File: src/rtl/i2lbs_scan_ctrl.sv
// ---------------------------------------------------------------------------
// i2lbs_scan_ctrl
//
// Window-scan controller for the integral-image / LBS classification path.
// Watches the resized pixel stream, derives window anchors (top-left corners)
// on a STEP grid, and sequences each window through
// request -> receive -> inspect -> (optional) candidate report.
// One anchor may be queued while a window is in flight; later ones are dropped
// and counted.
//
// Optional feature: define I2LBS_INSPECT_TIMEOUT_EN to add an inspect
// watchdog (TIMEOUT_CYCLES). Without it INSPECT waits indefinitely and
// o_timeout is tied low.
//
// Ports
//   clk_fpga, reset_fpga        : clock, synchronous active-high reset
//   i_pixel_valid, i_resize_x/y : resized pixel stream (raster order)
//   o_pixel_request             : window pixel request to memory (REQUEST)
//   i_pixel_recieve             : memory acknowledge (may be a pulse)
//   i_integral_image_ready      : integral window valid
//   o_inspect_start             : one-cycle classifier start
//   i_inspect_done, i_candidate : classifier finish pulse and verdict
//   o_candidate_valid/_x/_y     : candidate window, held until i_candidate_ready
//   o_busy                      : FSM active or anchor pending
//   o_frame_done                : one-cycle end-of-frame pulse
//   o_drop_count                : saturating count of discarded anchors
//   o_timeout                   : one-cycle watchdog pulse (macro only)
// ---------------------------------------------------------------------------
module i2lbs_scan_ctrl #(
    parameter int DATA_WIDTH_12              = 12,
    parameter int INTEGRAL_WIDTH             = 3,
    parameter int INTEGRAL_HEIGHT            = 3,
    parameter int FRAME_RESIZE_CAMERA_WIDTH  = 10,
    parameter int FRAME_RESIZE_CAMERA_HEIGHT = 10,
    parameter int STEP                       = 1,
    parameter int TIMEOUT_CYCLES             = 1024
) (
    input  logic                     clk_fpga,
    input  logic                     reset_fpga,
    input  logic                     i_pixel_valid,
    input  logic [DATA_WIDTH_12-1:0] i_resize_x,
    input  logic [DATA_WIDTH_12-1:0] i_resize_y,
    output logic                     o_pixel_request,
    input  logic                     i_pixel_recieve,
    input  logic                     i_integral_image_ready,
    output logic                     o_inspect_start,
    input  logic                     i_inspect_done,
    input  logic                     i_candidate,
    output logic                     o_candidate_valid,
    input  logic                     i_candidate_ready,
    output logic [DATA_WIDTH_12-1:0] o_candidate_x,
    output logic [DATA_WIDTH_12-1:0] o_candidate_y,
    output logic                     o_busy,
    output logic                     o_frame_done,
    output logic [7:0]               o_drop_count,
    output logic                     o_timeout
);

    localparam int DW = DATA_WIDTH_12;
    localparam int PW = (STEP > 1) ? $clog2(STEP) : 1;

    localparam logic [DW-1:0] WIN_X0  = DW'(INTEGRAL_WIDTH - 1);
    localparam logic [DW-1:0] WIN_Y0  = DW'(INTEGRAL_HEIGHT - 1);
    localparam logic [DW-1:0] FR_XMAX = DW'(FRAME_RESIZE_CAMERA_WIDTH - 1);
    localparam logic [DW-1:0] FR_YMAX = DW'(FRAME_RESIZE_CAMERA_HEIGHT - 1);
    localparam logic [PW-1:0] PH_LAST = PW'(STEP - 1);

    typedef enum logic [1:0] {
        ST_IDLE    = 2'd0,
        ST_REQUEST = 2'd1,
        ST_INSPECT = 2'd2,
        ST_REPORT  = 2'd3
    } state_t;

    state_t state_q, state_d;

    logic [PW-1:0] x_ph_q, y_ph_q;
    logic [PW-1:0] x_ph, y_ph_row, y_ph;

    logic          anchor_hit, eof_hit, to_pending;
    logic [DW-1:0] anchor_x, anchor_y;

    logic          pend_v_q;
    logic [DW-1:0] pend_x_q, pend_y_q;
    logic [DW-1:0] cur_x_q, cur_y_q;
    logic          sticky_q, sticky_d;
    logic          start_q, start_d;
    logic          take_live, take_pend;
    logic          eof_q, frame_done;
    logic [7:0]    drop_q;

    // -----------------------------------------------------------------------
    // Stride phase tracking. The stream is raster ordered, so the phase of a
    // column restarts at x == W-1 and advances by one per accepted pixel; the
    // row phase restarts at y == H-1 and advances at the first pixel (x == 0)
    // of each row. Phase 0 in both axes marks a grid point.
    // -----------------------------------------------------------------------
    always_comb begin
        x_ph     = '0;
        y_ph_row = '0;
        if (i_resize_x != WIN_X0 && x_ph_q != PH_LAST)
            x_ph = x_ph_q + PW'(1);
        if (i_resize_y != WIN_Y0 && y_ph_q != PH_LAST)
            y_ph_row = y_ph_q + PW'(1);
        y_ph = (i_resize_x == '0) ? y_ph_row : y_ph_q;
    end

    assign anchor_hit = i_pixel_valid &&
                        (i_resize_x <= FR_XMAX) && (i_resize_y <= FR_YMAX) &&
                        (i_resize_x >= WIN_X0)  && (i_resize_y >= WIN_Y0)  &&
                        (x_ph == '0) && (y_ph == '0);
    assign anchor_x   = i_resize_x - WIN_X0;
    assign anchor_y   = i_resize_y - WIN_Y0;
    assign eof_hit    = i_pixel_valid && (i_resize_x == FR_XMAX) &&
                        (i_resize_y == FR_YMAX);

    // Anchors seen while a window is in flight (including the cycle REPORT
    // is left) go to the pending slot.
    assign to_pending = anchor_hit && (state_q != ST_IDLE);

`ifdef I2LBS_INSPECT_TIMEOUT_EN
    localparam int TW = $clog2(TIMEOUT_CYCLES + 1);
    localparam logic [TW-1:0] TO_LAST = TW'(TIMEOUT_CYCLES - 1);
    logic [TW-1:0] to_cnt_q;
    logic          timeout_q, timeout_d;
`endif

    // -----------------------------------------------------------------------
    // Next-state / control
    // -----------------------------------------------------------------------
    always_comb begin
        state_d   = state_q;
        sticky_d  = sticky_q;
        start_d   = 1'b0;
        take_live = 1'b0;
        take_pend = 1'b0;
`ifdef I2LBS_INSPECT_TIMEOUT_EN
        timeout_d = 1'b0;
`endif
        case (state_q)
            ST_IDLE: begin
                // Live anchor wins; pending is only drained on a quiet cycle.
                if (anchor_hit) begin
                    state_d   = ST_REQUEST;
                    take_live = 1'b1;
                end else if (pend_v_q) begin
                    state_d   = ST_REQUEST;
                    take_pend = 1'b1;
                end
            end
            ST_REQUEST: begin
                if ((sticky_q || i_pixel_recieve) && i_integral_image_ready) begin
                    state_d  = ST_INSPECT;
                    start_d  = 1'b1;
                    sticky_d = 1'b0;
                end else if (i_pixel_recieve) begin
                    sticky_d = 1'b1;
                end
            end
            ST_INSPECT: begin
                if (i_inspect_done) begin
                    state_d = i_candidate ? ST_REPORT : ST_IDLE;
                end
`ifdef I2LBS_INSPECT_TIMEOUT_EN
                else if (to_cnt_q == TO_LAST) begin
                    state_d   = ST_IDLE;
                    timeout_d = 1'b1;
                end
`endif
            end
            ST_REPORT: begin
                if (i_candidate_ready)
                    state_d = ST_IDLE;
            end
            default: state_d = ST_IDLE;
        endcase
    end

    assign frame_done = eof_q && (state_q == ST_IDLE) && !pend_v_q;

    // -----------------------------------------------------------------------
    // Registers
    // -----------------------------------------------------------------------
    always_ff @(posedge clk_fpga) begin
        if (reset_fpga) begin
            state_q  <= ST_IDLE;
            sticky_q <= 1'b0;
            start_q  <= 1'b0;
            x_ph_q   <= '0;
            y_ph_q   <= '0;
            pend_v_q <= 1'b0;
            pend_x_q <= '0;
            pend_y_q <= '0;
            cur_x_q  <= '0;
            cur_y_q  <= '0;
            eof_q    <= 1'b0;
            drop_q   <= '0;
        end else begin
            state_q  <= state_d;
            sticky_q <= sticky_d;
            start_q  <= start_d;

            if (i_pixel_valid) begin
                x_ph_q <= x_ph;
                y_ph_q <= y_ph;
            end

            if (take_live) begin
                cur_x_q <= anchor_x;
                cur_y_q <= anchor_y;
            end else if (take_pend) begin
                cur_x_q <= pend_x_q;
                cur_y_q <= pend_y_q;
            end

            if (to_pending && !pend_v_q) begin
                pend_v_q <= 1'b1;
                pend_x_q <= anchor_x;
                pend_y_q <= anchor_y;
            end else if (to_pending) begin
                if (drop_q != 8'hFF)
                    drop_q <= drop_q + 8'd1;
            end else if (take_pend) begin
                pend_v_q <= 1'b0;
            end

            // A new end-of-frame pixel outranks clearing the old flag.
            if (eof_hit)
                eof_q <= 1'b1;
            else if (frame_done)
                eof_q <= 1'b0;
        end
    end

`ifdef I2LBS_INSPECT_TIMEOUT_EN
    // Counts cycles spent in INSPECT; restarts on every entry.
    always_ff @(posedge clk_fpga) begin
        if (reset_fpga) begin
            to_cnt_q  <= '0;
            timeout_q <= 1'b0;
        end else begin
            timeout_q <= timeout_d;
            if (state_q == ST_INSPECT && state_d == ST_INSPECT)
                to_cnt_q <= to_cnt_q + TW'(1);
            else
                to_cnt_q <= '0;
        end
    end
    assign o_timeout = timeout_q;
`else
    assign o_timeout = 1'b0;
`endif

    assign o_pixel_request   = (state_q == ST_REQUEST);
    assign o_inspect_start   = start_q;
    assign o_candidate_valid = (state_q == ST_REPORT);
    assign o_candidate_x     = cur_x_q;
    assign o_candidate_y     = cur_y_q;
    assign o_busy            = (state_q != ST_IDLE) || pend_v_q;
    assign o_frame_done      = frame_done;
    assign o_drop_count      = drop_q;

endmodule
File: config.mk
export PLATFORM = sky130hd
export DESIGN_NAME = i2lbs_scan_ctrl
export DESIGN_NICKNAME = d
export VERILOG_FILES = /design/src/rtl/i2lbs_scan_ctrl.sv
export SDC_FILE = /design/constraint.sdc
export NUM_CORES = 1
export LEC_CHECK = 0
export ABC_CLOCK_PERIOD_IN_PS = 3000
export BUFFER_PORTS_ARGS = -buffer_cell sky130_fd_sc_hd__buf_4
export CAP_MARGIN = 0
export CORE_AREA = 4 4 106 118
export CTS_BUF_LIST = sky130_fd_sc_hd__clkbuf_8 sky130_fd_sc_hd__clkbuf_16
export CTS_CLUSTER_DIAMETER = 100
export DETAILED_ROUTE_END_ITERATION = 10
export DIE_AREA = 0 0 110 122
export PLACE_DENSITY = 0.44
export SKIP_LAST_GASP = 1
export SYNTH_ARGS = -nofsm -noshare
export SYNTH_HDL_FRONTEND = slang
export SYNTH_SLANG_ARGS = --single-unit
File: constraint.sdc
create_clock -name clk_fpga -period 3 [get_ports clk_fpga]
set_input_delay 0.15 -clock clk_fpga [delete_from_list [all_inputs] [get_ports clk_fpga]]
set_output_delay 0.15 -clock clk_fpga [all_outputs]
set_load 0.01 [all_outputs]
**Word level (Yosys, flattened, before mapping)**

Index checks and enable logic that the tools add are counted.

- Input bits: 32
- Register bits: 64
- Output and inout bits: 38

- $add $sub $neg: 5
- Bitwise logic cells: 4
- Multiplexer cells: 27
- Equality and inequality tests: 13
- $lt $le $gt $ge: 4
- Reductions and logical operators: 30

Operators with widths:

| cell | number |
|---|---|
| 12-bit 2-to-1 mux | 4 |
| 12-bit by 4-bit equality test with 1-bit output (second input constant) | 2 |
| 12-bit by 2-bit greater-or-equal comparator with 1-bit output (second input constant) | 2 |
| 12-bit by 4-bit <= comparator with 1-bit output (second input constant) | 2 |
| 12-bit by 2-bit != test with 1-bit output (second input constant) | 2 |
| 12-bit by 2-bit subtractor with 12-bit output (second input constant) | 2 |
| 1-bit 2-to-1 mux | 16 |
| 1-bit logical AND | 15 |
| 12-bit zero test | 1 |
| 2-bit 2-to-1 mux | 6 |
| 2-bit nonzero test | 5 |
| 8-bit by 1-bit adder with 8-bit output (second input constant) | 1 |
| 8-bit != test (second input constant) | 1 |
| 2-bit one-hot mux with 4 select lines | 1 |
| 2-bit by 1-bit != test with 1-bit output (second input constant) | 3 |
| 2-bit equality test (second input constant) | 2 |
| 1-bit inverter | 4 |
| 2-bit AND reduction | 2 |
| 4-bit AND reduction | 1 |
| 3-bit != test (second input constant) | 1 |
| 3-bit AND reduction | 1 |
| 1-bit adder (second input constant) | 2 |
| 2-bit by 1-bit equality test with 1-bit output (second input constant) | 1 |
| 2-bit zero test | 1 |
| other kinds (4) | 5 |

**Longest topological paths before layout**

Gate-level depths: netlist of run 1.

- Depth after elaboration: 12
- Mapped depth: 8
- Gate-level depth less buffers: 7

**Worst setup path before layout of run 1**

Ideal clock, no wire load.

- Path type: in2reg
- Start: in i_resize_x[1]
- End: reg drop_q[2] (netlist: o_drop_count[2])
- Buffers on the path: 2
- Slack: 820 ps
- Cell stages on the path: 7
- Arrival time: 2110 ps
- Path through: or3_1 -> buf_2 -> o22a_4 -> or4_4 -> buf_6 -> or4_1 -> a21oi_1

- Word-level cells in the longest chain between the ends: 11
- Elaborated cells on any way between the ends: 19
- Those cells by class: 2 x order compare; 1 x eq/ne; 2 x mux; 3 x bitwise; 11 x reduce/logical

Ends and longest elaborated chain:

| element | line | RTL |
|---|---|---|
| from (decl) | 41 | `input logic [DATA_WIDTH_12-1:0] i_resize_x,` |
| 12-bit by 4-bit <= comparator with 1-bit output | 109 | `(i_resize_x <= FR_XMAX) && (i_resize_y <= FR_YMAX) &&` |
| 1-bit logical AND | 108 | `assign anchor_hit = i_pixel_valid &&` |
| 1-bit logical AND (2 in series) | 109 |  |
| 1-bit logical AND (2 in series) | 110 | `(i_resize_x >= WIN_X0) && (i_resize_y >= WIN_Y0) &&` |
| 1-bit logical AND * | 111 | `(x_ph == '0) && (y_ph == '0);` |
| 1-bit logical AND * | 119 | `assign to_pending = anchor_hit && (state_q != ST_IDLE);` |
| 1-bit logical AND | 216 | `if (to_pending && !pend_v_q) begin` |
| 1-bit inverter (no line) | -- |  |
| 3-bit AND reduction (no line) * | -- |  |
| to (signal assigned) | 222 | `drop_q <= drop_q + 8'd1;` |
| to (decl) | 90 | `logic [7:0] drop_q;` |

Mark *: on every way between the ends. The rest lies on a longest branch, timed or not.
A chain may end at the register's enable or synchronous reset.

**Worst setup path after layout of run 1**

- Start: in i_resize_x[8]
- End: reg cur_x_q[11] (netlist: o_candidate_x[11])

- Word-level cells in the longest chain between the ends: 10
- Elaborated cells on any way between the ends: 22
- Those cells by class: 1 x add/sub; 2 x order compare; 1 x eq/ne; 7 x mux; 2 x bitwise; 9 x reduce/logical

Ends and longest elaborated chain:

| element | line | RTL |
|---|---|---|
| 12-bit by 4-bit <= comparator with 1-bit output | 109 |  |
| 1-bit logical AND | 108 |  |
| 1-bit logical AND (2 in series) | 109 |  |
| 1-bit logical AND (2 in series) | 110 |  |
| 1-bit logical AND | 111 |  |
| 1-bit 2-to-1 mux | 143 | `if (anchor_hit) begin` |
| 1-bit 2-to-1 mux | 140 | `case (state_q)` |
| 12-bit 2-to-1 mux or 2-bit nonzero test (tied branches) | -- |  |
| to (signal assigned) | 209 | `cur_x_q <= anchor_x;` |
| to (signal assigned) | 212 | `cur_x_q <= pend_x_q;` |
| to (decl) | 85 | `logic [DW-1:0] cur_x_q, cur_y_q;` |

Several ways; a longest one is shown, not always the timed one.

==> results of run 1 <==
==> metal layers <==
metal	GRT usage	part of all wire
met5	0	0
met3	0.03180	0.054
met2	0.2011	0.49
met1	0.1653	0.45
met4	0.04910	0.013
==> cell usage in the layout (no fill, tap or decap), types with 7 or more instances in the layout <==
master,count
clkbuf_16,9
nand2_1,11
nand4_1,7
a31oi_1,7
nor4_1,8
nor2_1,16
buf_4,74
inv_1,12
dfxtp_1,63
a21oi_1,27
and3_1,11
o21ai_0,14
nand3_1,32
o21a_1,9
o221a_2,8
nor3_1,17
==> metrics by stage <==
step	std cells	cell area, µm²	worst slack (ns)	power (mW)
2_1_floorplan	318	2759	0.8200	0.9502
3_5_place_dp	520	3418	0.2879	1.035
6_report	536	3711	0.6416	2.020
4_1_cts	536	3711	0.6323	2.055
5_1_grt	536	3711	0.4676	2.117
3_3_place_gp	520	3418	0.3933	1.034
==> cell type report <==
class,count,area (µm²)
clock buffer,10,239.0
clock inverter,6,53.80
fill,1211,7626
inverter,9,33.78
multi-input combinational,224,1380
sequential,63,1261
tap,150,187.7
timing repair buffer,74,555.5
==> worst max-delay path: stages <==
cell and delay (ns):
buf_4 0.10, nor4_1 0.40, nand4b_1 0.42, or4_4 0.80, or4_1 0.55, a31oi_1 0.18
==> flip-flops by register name (all words and copies together), names as in the netlist <==
| register | flops |
|---|---|
| eof_q | 1 |
| o_candidate_x | 12 |
| o_candidate_y | 12 |
| o_drop_count | 8 |
| o_inspect_start | 1 |
| pend_v_q | 1 |
| pend_x_q | 12 |
| pend_y_q | 12 |
| state_q | 2 |
| sticky_q | 1 |
| y_ph_q | 1 |
==> cells by family (layout without fill, tap and decap cells) <==
logic type,count (synthesis),in the layout
other cells,1,1
xor+xnor,6,6
compound gates,79,79
mux,2,2
flops,63,63
simple gates,133,133
buf+inv,31,99
fa+ha+maj,3,3
==> how the worst max path moves through the flow <==
stage               cells past startpoint          start                 to
CTS                                     6  i_resize_x[8]  o_candidate_x[11]
finish                                  6  i_resize_x[8]  o_candidate_x[11]
floorplan                               7  i_resize_x[1]    o_drop_count[2]
detailed placement                      6  i_resize_x[8]  o_candidate_x[11]
global route                            6  i_resize_x[8]  o_candidate_x[11]
global placement                        6  i_resize_x[8]  o_candidate_x[11]
==> power by group through the flow <==
stage	Clock [mW]	Combinational [mW]	Sequential (mW)
CTS	1.04	0.169	0.849
global route	1.08	0.183	0.849
detailed placement	0	0.168	0.866
finish	1.01	0.165	0.849
floorplan	0	0.0878	0.862
global placement	0	0.168	0.866
==> impl_results.md, run 1 <==
- Reg power frac: 0.420
- Reg-to-Reg End: o_candidate_y[5]
- Post-cts resize count: 0
- Post-synth top cells: dfxtp_1, nand3_1, a21oi_1, clkbuf_1, nor3_1
- Fraction of registers with async set or reset after synthesis: 0
- Yosys warns: 0
- Sink Count: 63
- Syn avg cell area: 8.676 µm²
- Num CTS Buffers: 9
- Row count: 41
- Total track usage: 0.1271
- P_sw: 0.4535 mW
- Die Ht: 122 µm
- Endpoints failing hold: 0
- CTS tree: built
- Compound-Gate Fraction of Synth Area: 0.1905
- Clock Path Buffers: 2
- Worst vdd ir: 0.0002059 V
- Core area: 11340 µm²
- Arrival time at the worst endpoint: 2.61 ns
- Top-count cell post-synth: dfxtp_1
- RSZ-0062 raised after global routing: no
- Mapped Area: 2759 µm²
- Kind of end point of the critical path: flip-flop
- Util after Layout: 0.3273
- Post-CTS setup buffers: 0
- Min-Delay Endpoint: o_candidate_y[1]
- Layout cells sized above 1: 0.2642
- Post-route ant nets: 0
- Startpoint Class: input pin
- Synth Area in Simple Gates: 0.2630
- Status: finished, final reports clean
- Ranking of synthesized cells by area: dfxtp_1, nand3_1, a21oi_1
- Initial drt markers: 154
- Required time of the critical path: 3.25 ns
- Max capacitance violation total: 0
- Prevailing post-synth register cell: dfxtp_1
- Post-synthesis cell type count: 40
- EDFF count, synth: 0
- Largest fanout on the critical path: 23
- Gpl congestion: 0.7434
- DIE WIDTH: 110 µm
- FF+latch count, synth: 63
- Mapped Cells: 318
- Leak: 1.464 nW
- Syn nets: 353
- Post-cts hold buffer count: 0
- H-Tree Depth: 3
- Internal Power: 1.567 mW
- Pin count of the biggest net entering global routing: 45
- Cell Pwr Density: 544.4 nW/µm²
- Main combinational cell family by area after synthesis: simple AND/OR/NAND/NOR gates
- Starting Density: 0.2434
- Die area: 13420 µm²
- Initial antenna violation count: 0
- Ant diodes: 0
- Proportion of synthesized area in mux cells: 0.008163
- Io pins: 70
- Pins Over Slew Limit: 0
- Adder-cell share of the synthesized area: 0.01361
- Wire per inst: 15.28 µm
- Peak Freq: 0.4240 GHz
- Synth area leader: dfxtp_1
- Gr ovfl total: 0
- Crit share post-route: 0.7861
- Hold Path Stages: 2
- Clock power frac: 0.498
- Slew of the pin with the lowest slew margin: 0.7109 ns
- FF-to-FF Start: state_q[1]
- Vias in the first global route: 2478
- Clk pin slew, worst setup/hold paths: 0.05 ns
- Post-synthesis sequential area ratio: 0.4571
- Beginning of the worst hold path: i_resize_y[1]
- Port bufs: 68
- Flop-to-flop setup slack: 0.94 ns
- Clk_skew: 0.005636 ns
- Final nets: 416
- Setup Viol. Count Final: 0
- Crit path time final: 2.358 ns
- Reg2Reg Depth: 5
- Worst skew pair latency: 0.32 ns
- Total negative slack: 0 ns
- Global-route wire length before repair: 12930 µm
- Remaining DRCs: 0
- Pre-antenna DRT Iters: 4
- Switching Fraction: 0.2245
- Fin Hold WS: 0.04895 ns
- Layout area overhead: 34.51%
- Routed via count: 2573
- Vias per inst: 4.800
- Worst setup path class: in2reg
- Post-DP HPWL: 5884 µm
- Top-area cell type share of the netlist area: 0.4571
- Max-slew headroom: 0.5249
- CTS root buffer: clkbuf_16
- Final wirelength: 8189 µm
- Xor/xnor share of the synthesized area: 0.01905
- Worst Hold Class: in2reg
- Combinational Power Share: 0.082
Power figures use the tool's default switching activity.
==> run 2: changes to the inputs <==
Settings changed: ABC_CLOCK_PERIOD_IN_PS 3000 to 2400.
Clock period 3 ns to 2.4 ns, I/O delays scaled along.
==> impl_results.md, run 2 (synthesis gave the netlist of run 1 again) <==
- Layout area overhead: 38.91%
- Final nets: 427
- Post-route ant nets: 0
- Layout cells sized above 1: 0.2922
- DIE WIDTH: 110 µm
- Arrival time at the worst endpoint: 2.23 ns
- Die Ht: 122 µm
- CTS tree: built
- GR peak layer: met2
- Crit path time final: 1.981 ns
- Clock Path Buffers: 2
- Row count: 41
- Initial drt markers: 103
- RSZ-0062 raised after global routing: no
- Most frequent cells in the layout: buf_4, dfxtp_1, nand3_1
- Post-cts resize count: 0
- Wire per inst: 15.26 µm
- Clk pin slew, worst setup/hold paths: 0.06 ns
- Gr ovfl total: 0
- Flop-to-flop setup slack: 0.49 ns
- Io pins: 70
- Min-Delay Endpoint: o_candidate_y[1]
- Dpl cell area: 3501 µm²
- Beginning of the worst hold path: i_resize_y[1]
- Post-DP HPWL: 6153 µm
- Worst vdd ir: 0.0002405 V
- Port bufs: 68
- Leak: 1.518 nW
- Vias per inst: 4.878
- CTS root buffer: clkbuf_16
- FF-to-FF Start: y_ph_q
- Hold Path Stages: 2
- Kind of end point of the critical path: flip-flop
- Met3 Use GR: 0.02862
- Met1 GRT Util: 0.1736
- Setup Viol. Count Final: 0
- Gpl congestion: 0.7636
- Cell Pwr Density: 705.0 nW/µm²
- Pre-antenna DRT Iters: 4
- Sink Count: 63
- Global Route met2 Usage: 0.2132
- Initial antenna violation count: 0
- Startpoint Class: input pin
- Endpoints failing hold: 0
- Worst Hold Class: in2reg
- Clk_skew: 0.007416 ns
- Required time of the critical path: 2.65 ns
- Status: finished, final reports clean
- Pin count of the biggest net entering global routing: 45
- H-Tree Depth: 3
- Worst setup path class: in2reg
- Total negative slack: 0 ns
- Reg-to-Reg End: o_candidate_x[11]
- Num CTS Buffers: 9
- Crit share post-route: 0.8252
- Routed via count: 2668
- Design Power: 2.702 mW
- Final wirelength: 8345 µm
- Post-CTS setup buffers: 0
- Peak Freq: 0.5049 GHz
- Total track usage: 0.1335
- Largest fanout on the critical path: 17
- Post-cts hold buffer count: 0
- Worst skew pair latency: 0.33 ns
- Core area: 11340 µm²
- Global-route wire length before repair: 13660 µm
- Commonest non-fill, non-tap cell in the layout: buf_4
- Max capacitance violation total: 0
- Vias in the first global route: 2622
- Ant diodes: 0
- Final Cell Area: 3832 µm²
- Pins Over Slew Limit: 0
- Remaining DRCs: 0
- Starting Density: 0.2434
- Reg2Reg Depth: 4
- Die area: 13420 µm²
## run 2: cell types whose count changed in the layout (fill, tap and decap cells not counted), sizes merged
cell,before,now
buf,74,85
inv,12,10
bufinv,1,2
clkinvlp,1,2
## run 2: worst max-delay path by stage
stage | slack [ns] | start | cells past startpoint | end
floorplan | 0.25 | i_resize_x[1] | 7 | o_drop_count[2]
global placement | 0.12 | i_resize_x[1] | 6 | o_candidate_x[11]
detailed placement | 0.09 | i_resize_x[8] | 6 | o_candidate_x[11]
CTS | 0.43 | i_resize_x[8] | 6 | o_candidate_x[11]
global route | 0.31 | i_resize_x[8] | 6 | o_candidate_x[9]
finish | 0.42 | i_resize_x[8] | 6 | o_candidate_x[11]
## run 2: layer usage
metal | vias up | share of wire
li1 | 1328 | -
met1 | 1257 | 0.45
met2 | 71 | 0.48
met3 | 12 | 0.043
met4 | 0 | 0.020
met5 | - | 0
## run 2: final cells by class
type	count	area, µm²
fill	1213	7505
inverter	9	33.78
clock inverter	6	92.59
timing repair buffer	85	638.1
sequential	63	1261
clock buffer	10	239.0
tap	150	187.7
multi-input combinational	224	1380
## run 2: worst max-delay path: stages
cell and delay (ns):
buf_4 0.10, nor4_1 0.38, nand4b_1 0.22, or4_4 0.69
or4_1 0.54, a31oi_1 0.17
## run 2: power by group
group / switching, mW / internal (mW)
Clock: 0.490 / 0.942
Sequential: 0.00870 / 1.05
Combinational: 0.120 / 0.0901
## run 2: through the flow
| step | setup slack [ns] | util | hold slack (ns) | std cells |
|---|---|---|---|---|
| final | 0.4195 | 0.3380 | 0.007079 | 547 |
| after detailed placement | 0.08635 | 0.3088 | 0.3562 | 531 |
| after global routing | 0.3087 | 0.3380 | 0.01707 | 547 |
| after global placement | 0.1184 | 0.3088 | 0.3532 | 531 |
| after floorplan | 0.2500 | - | 0.2130 | 318 |
| after CTS | 0.4299 | 0.3380 | 0.003464 | 547 |
